==> src/rtl/instr_encoder_pkg.sv <==
// Shared CPU encoding package: instruction format codes, base opcodes
// and the canonical NOP word. Used by the encoder and by the decode-side
// immediate logic.
package instr_encoder_pkg;

  typedef enum logic [2:0] {
    FMT_R = 3'd0,
    FMT_I = 3'd1,
    FMT_S = 3'd2,
    FMT_B = 3'd3,
    FMT_U = 3'd4,
    FMT_J = 3'd5
  } fmt_e;

  localparam logic [6:0] OP_LOAD   = 7'h03;
  localparam logic [6:0] OP_IMM    = 7'h13;
  localparam logic [6:0] OP_AUIPC  = 7'h17;
  localparam logic [6:0] OP_STORE  = 7'h23;
  localparam logic [6:0] OP_REG    = 7'h33;
  localparam logic [6:0] OP_LUI    = 7'h37;
  localparam logic [6:0] OP_BRANCH = 7'h63;
  localparam logic [6:0] OP_JALR   = 7'h67;
  localparam logic [6:0] OP_JAL    = 7'h6F;

  localparam logic [31:0] INSTR_NOP = 32'h0000_0013;

  // Encoded word plus its error flag, as carried through the output FIFO.
  localparam int ENC_W = 33;

endpackage

==> src/rtl/enc_skid_fifo.sv <==
// Two-entry output FIFO. full/empty come straight from the occupancy
// register, so the consumer's ready never reaches the producer's ready
// combinationally.
module enc_skid_fifo #(
  parameter int W = 33
) (
  input  logic         clk,
  input  logic         rst,
  input  logic         push_i,
  input  logic [W-1:0] data_i,
  input  logic         pop_i,
  output logic [W-1:0] data_o,
  output logic         full_o,
  output logic         empty_o
);

  logic [1:0][W-1:0] mem_q, mem_d;
  logic              wr_q, wr_d;
  logic              rd_q, rd_d;
  logic [1:0]        cnt_q, cnt_d;
  logic              push_ok, pop_ok;

  assign full_o  = (cnt_q == 2'd2);
  assign empty_o = (cnt_q == 2'd0);
  assign data_o  = mem_q[rd_q];
  assign push_ok = push_i && !full_o;
  assign pop_ok  = pop_i && !empty_o;

  // Next-state for storage, pointers and occupancy.
  always_comb begin
    mem_d = mem_q;
    wr_d  = wr_q;
    rd_d  = rd_q;
    if (push_ok) begin
      mem_d[wr_q] = data_i;
      wr_d        = ~wr_q;
    end
    if (pop_ok) rd_d = ~rd_q;
    cnt_d = cnt_q + {1'b0, push_ok} - {1'b0, pop_ok};
  end

  // State registers; reset drops any in-flight entries and zeroes storage.
  always_ff @(posedge clk or posedge rst) begin
    if (rst) begin
      mem_q <= '0;
      wr_q  <= 1'b0;
      rd_q  <= 1'b0;
      cnt_q <= 2'd0;
    end else begin
      mem_q <= mem_d;
      wr_q  <= wr_d;
      rd_q  <= rd_d;
      cnt_q <= cnt_d;
    end
  end

endmodule

==> src/rtl/instr_encoder.sv <==
// RV32I instruction encoder: packs request fields into a 32-bit word,
// queues it in a 2-entry FIFO and counts delivered / errored words.
// Define INSTR_ENCODER_RANGE_CHECK_EN to flag immediates that do not fit
// their format; otherwise immediates are silently truncated and no error
// is ever reported.
module instr_encoder
  import instr_encoder_pkg::*;
#(
  parameter int CNT_W = 16
) (
  input  logic             clk,
  input  logic             rst,
  input  logic             in_valid,
  output logic             in_ready,
  input  logic [2:0]       in_fmt,
  input  logic [6:0]       in_opcode,
  input  logic [4:0]       in_rd,
  input  logic [4:0]       in_rs1,
  input  logic [4:0]       in_rs2,
  input  logic [2:0]       in_funct3,
  input  logic [6:0]       in_funct7,
  input  logic [31:0]      in_imm,
  output logic             out_valid,
  input  logic             out_ready,
  output logic [31:0]      out_instr,
  output logic             out_err,
  output logic [CNT_W-1:0] enc_count,
  output logic [CNT_W-1:0] err_count
);

  // Field packing; the immediate is always cut down to the format's bits.
  function automatic logic [31:0] pack(
    input logic [2:0]  fmt,
    input logic [6:0]  op,
    input logic [4:0]  rd,
    input logic [4:0]  rs1,
    input logic [4:0]  rs2,
    input logic [2:0]  f3,
    input logic [6:0]  f7,
    input logic [31:0] imm
  );
    case (fmt)
      FMT_R:   pack = {f7, rs2, rs1, f3, rd, op};
      FMT_I:   pack = {imm[11:0], rs1, f3, rd, op};
      FMT_S:   pack = {imm[11:5], rs2, rs1, f3, imm[4:0], op};
      FMT_B:   pack = {imm[12], imm[10:5], rs2, rs1, f3, imm[4:1], imm[11], op};
      FMT_U:   pack = {imm[31:12], rd, op};
      FMT_J:   pack = {imm[20], imm[10:1], imm[11], imm[19:12], rd, op};
      default: pack = 32'h0;
    endcase
  endfunction

`ifdef INSTR_ENCODER_RANGE_CHECK_EN
  // True when the immediate cannot be represented exactly by the format.
  function automatic logic range_err(input logic [2:0] fmt, input logic [31:0] imm);
    logic signed [31:0] s;
    s = $signed(imm);
    case (fmt)
      FMT_R:        range_err = 1'b0;
      FMT_I, FMT_S: range_err = (s < -32'sd2048) || (s > 32'sd2047);
      FMT_B:        range_err = (s < -32'sd4096) || (s > 32'sd4094) || imm[0];
      FMT_J:        range_err = (s < -32'sd1048576) || (s > 32'sd1048574) || imm[0];
      FMT_U:        range_err = (imm[11:0] != 12'h0);
      default:      range_err = 1'b1;
    endcase
  endfunction
`endif

  logic [ENC_W-1:0] enc_word;
  logic [ENC_W-1:0] head;
  logic             fifo_full, fifo_empty;
  logic             deliver;
  logic             new_err;

`ifdef INSTR_ENCODER_RANGE_CHECK_EN
  assign new_err = range_err(in_fmt, in_imm);
`else
  assign new_err = 1'b0;
`endif

  assign enc_word = {new_err,
                     pack(in_fmt, in_opcode, in_rd, in_rs1, in_rs2,
                          in_funct3, in_funct7, in_imm)};

  enc_skid_fifo #(.W(ENC_W)) u_fifo (
    .clk     (clk),
    .rst     (rst),
    .push_i  (in_valid && in_ready),
    .data_i  (enc_word),
    .pop_i   (deliver),
    .data_o  (head),
    .full_o  (fifo_full),
    .empty_o (fifo_empty)
  );

  assign in_ready  = !fifo_full;
  assign out_valid = !fifo_empty;
  assign out_instr = head[31:0];
  assign out_err   = head[32];
  assign deliver   = out_valid && out_ready;

  logic [CNT_W-1:0] enc_q, enc_d;

  // Delivered-word counter, saturating at all-ones.
  always_comb begin
    enc_d = enc_q;
    if (deliver && (enc_q != '1)) enc_d = enc_q + 1'b1;
  end

  // Delivered-word counter register.
  always_ff @(posedge clk or posedge rst) begin
    if (rst) enc_q <= '0;
    else     enc_q <= enc_d;
  end

  assign enc_count = enc_q;

`ifdef INSTR_ENCODER_RANGE_CHECK_EN
  logic [CNT_W-1:0] err_q, err_d;

  // Errored-word counter, saturating at all-ones.
  always_comb begin
    err_d = err_q;
    if (deliver && out_err && (err_q != '1)) err_d = err_q + 1'b1;
  end

  // Errored-word counter register.
  always_ff @(posedge clk or posedge rst) begin
    if (rst) err_q <= '0;
    else     err_q <= err_d;
  end

  assign err_count = err_q;
`else
  assign err_count = '0;
`endif

endmodule

==> config.mk <==
export PLATFORM = sky130hd
export DESIGN_NAME = instr_encoder
export DESIGN_NICKNAME = d
export VERILOG_FILES = /design/src/rtl/instr_encoder_pkg.sv /design/src/rtl/enc_skid_fifo.sv /design/src/rtl/instr_encoder.sv
export SDC_FILE = /design/constraint.sdc
export NUM_CORES = 1
export LEC_CHECK = 0
export ABC_AREA = 0
export BUFFER_PORTS_ARGS = -buffer_cell sky130_fd_sc_hd__buf_2
export CAP_MARGIN = 0
export CORE_AREA = 2 2 99 101
export CTS_CLUSTER_DIAMETER = 100
export DETAILED_ROUTE_END_ITERATION = 7
export DIE_AREA = 0 0 101 103
export PLACE_DENSITY = 0.76
export SLEW_MARGIN = 20
export SYNTH_ARGS = -nofsm -noshare
export SYNTH_HDL_FRONTEND = slang
export SYNTH_SLANG_ARGS = --single-unit
==> constraint.sdc <==
create_clock -name clk -period 2.8 [get_ports clk]
set_input_delay 0.56 -clock clk [delete_from_list [all_inputs] [get_ports clk]]
set_output_delay 0.56 -clock clk [all_outputs]
set_load 0.03 [all_outputs]
==> summary.txt <==
Synth
  – Ys flop type: dfrtp_1
  – Largest cells by area after synthesis: dfrtp_1 50%, mux2_2 9.3%, o21ai_0 7.6%, nand2_1 6.9%, a22oi_1 4.1%
  – Post-synth top cells: 84 x dfrtp_1, 78 x nand2_1, 64 x o21ai_0
  – Synth area leader: dfrtp_1
  – Synth Warn #: 0
  – Ys async rst share: 100.0%
  – Syn avg cell area: 9.983 um2
  – Mapped Area: between 4000 and 5000 um2
  – Post-synthesis sequential area ratio: ~50%
  – Top cell type's share of synthesized area: 49.66%
  – Post-synth EDFFs: 0
  – Mapped Cells: around 420
  – FF+latch count, synth: 84
  – Cell variety after synth: 38
  – Cell with the most instances after synthesis: dfrtp_1

Worst setup path
  – Endpoint class of the critical path: output pin
  – FF-to-FF Start: enc_count[0]
  – Crit start category: flip-flop
  – RR Endpoint: enc_count[14]
  – Critical path class: flip-flop to output pin
  – CP required: between 2000 and 2500 ps
  – Worst R2R Path Depth: 5
  – CP arrival: about 1800 ps
  – CP Max Fanout: 26
  – Reg2reg setup slack: a little under 1000 ps

Die
  – Starting Density: 44.75%
  – Core area: between 9000 and 10,000 um2
  – Row cnt: 36
  – Die Wd: 101 um
  – Die ar.: 10,400 um2
  – I/O Pins: 138
  – Die Span Y: slightly above 100 um

Cells and area
  – Seq. cell area: 2102 um2
  – Layout cells sized above 1: approximately a third
  – ANT cells: 0
  – Final Net Count: a little over 600
  – Fill count: 865
  – Finished Layout Cells: 654
  – Area grow syn2layout: 21.22%
  – Multi-input logic area: just under 2000 um2

GRT
  – Largest net degree at the start of global routing: 51
  – GRT overflow: 0
  – First-pass GRT wire length: ~16,000 um
  – Vias in the first global route: 3,311
  – GRT Overall Usage: approximately 20%
  – Antenna violations before repair: 0

Place
  – Post-DP HPWL: slightly above 7000 um
  – Final Wtd Congestion: 0.8632
  – # port buffers: 120
  – Placed Cells: 638

Drt
  – # DRC: 0
  – Starting DRT DRC Count: between 100 and 150
  – Post-Route WL: 10,090 um
  – Final antenna-violating net count: 0
  – Routed WL per cell: approximately 15 um
  – Via total after detailed routing: 3,492
  – DR vias/cell: 5.339
  – DRT Pass-1 Iters: 4

STA
  – Max Transition Viols Final: 0
  – RSZ-0062 raised after global routing: false
  – Fmax: around 430 MHz
  – Slew headroom: between 40 and 50%
  – Hold Worst Slack: 274.4 ps
  – Final Hold Fails: 0
  – Final Critical Period: 2333 ps
  – Worst Tran Pin Value: roughly 790 ps
  – Setup TNS: 0 ps
  – Fin crit share: about 83%
  – Clock Skew: around 8.9 ps
  – Final setup fails: 0

Run status
  – Status: finished, final reports clean

Power and ir drop
  – Peak supply drop: between 0.5 and 0.6 mV
  – Leakage power: 0.002572 uW
  – PD cells: approximately 1100 nW/um2

CTS
  – CTS HTree Levels: 3
  – # hold bufs at CTS: 0
  – CTS Buffer Depth: 2
  – Root buffer cell: clkbuf_8
  – Clk slew on worst S/H paths: 90 ps
  – Worst-Skew Late Latency: about 350 ps
  – Post-CTS Repair Setup Buffers: 0
  – Clk sinks: between 80 and 90
  – TritonCTS buffer count: 9
  – Post-CTS Resized: 0
  – TritonCTS clock tree: yes

Worst hold path
  – Hold Path Class: primary input to asynchronous set/reset pin

Run
  – Max_cap viols: 0
-- sequential cells by signal, indices dropped and copies added, names as in the netlist --
| name | cells |
|---|---|
| enc_count | 16 |
| u_fifo.cnt_q | 2 |
| u_fifo.mem_q | 64 |
| u_fifo.rd_q | 1 |
| u_fifo.wr_q | 1 |
-- cell type report --
| class | count | area share (%) |
|---|---|---|
| timing repair buffer | 127 | 13.70 |
| sequential | 84 | 40.97 |
| multi-input combinational | 308 | 38.11 |
| tap | 114 | 2.780 |
| clock inverter | 7 | 1.634 |
| clock buffer | 9 | 2.414 |
| inverter | 5 | 0.3901 |
-- cell families after synthesis --
kind of cell / synth area share, %
and+or+nand+nor: 14.31
AOI/OAI and AO/OA: 14.99
DFF: 49.66
buffers and inverters: 5.823
muxes: 10.32
xor gates and xnor gates: 3.931
adders and majority gates: 0.8869
other: 0.08859
-- worst max-delay path, stage by stage, from the launching register on --
cell and delay (ps):
dfrtp_1 590, buf_12 250, mux2_2 390, buf_2 190
-- placed cells by master (no fill, tap or decap), drive strengths merged, types with 2 or more instances in the layout --
cell / n
a22oi: 23
dfrtp: 84
clkbuf: 9
a22o: 4
conb: 17
mux2i: 2
nor3b: 3
inv: 7
nor4b: 2
nor2b: 10
xor2: 16
nor3: 4
mux2: 35
nor2: 5
nand3: 5
ha: 3
nand2: 78
o21ai: 65
o22a: 6
nor4: 5
buf: 127
nand4: 5
xnor2: 3
clkinv: 3
a21oi: 9
-- worst max path at each step --
stage	endpoint	depth (start not counted)	from
floorplan	enc_count[0]	1	rst
global placement	u_fifo.mem_q[63]	5	in_fmt[0]
detailed placement	u_fifo.mem_q[63]	5	in_fmt[0]
CTS	out_instr[31]	3	u_fifo.rd_q
global route	out_instr[31]	3	u_fifo.rd_q
finish	out_instr[9]	3	u_fifo.rd_q
-- stage by stage --
step	area, um2	total power (uW)	util, %	setup WS, ps
2_1_floorplan	4293	3881	-	74.86
3_5_place_dp	4923	4624	52.05	714.7
6_report	5131	5477	54.25	467.0
5_1_grt	5131	5861	54.25	385.5
4_1_cts	5131	5540	54.25	421.2
3_3_place_gp	4923	4536	52.05	808.3
-- routing by layer --
metal / up-vias / share of wire, % / GRT usage (%)
met3: 20 / 5.7 / 3.593
met1: 1665 / 45 / 26.83
met5: - / 0 / 0
li1: 1675 / - / -
met4: 0 / 2.4 / 8.212
met2: 132 / 47 / 32.00
-- where the power goes --
group | switching [uW] | total (uW) | internal (uW)
Combinational | 1630 | 2570 | 937
Sequential | 304 | 2000 | 1700
Clock | 475 | 902 | 428
No activity file was read; power rests on OpenSTA's default activity.
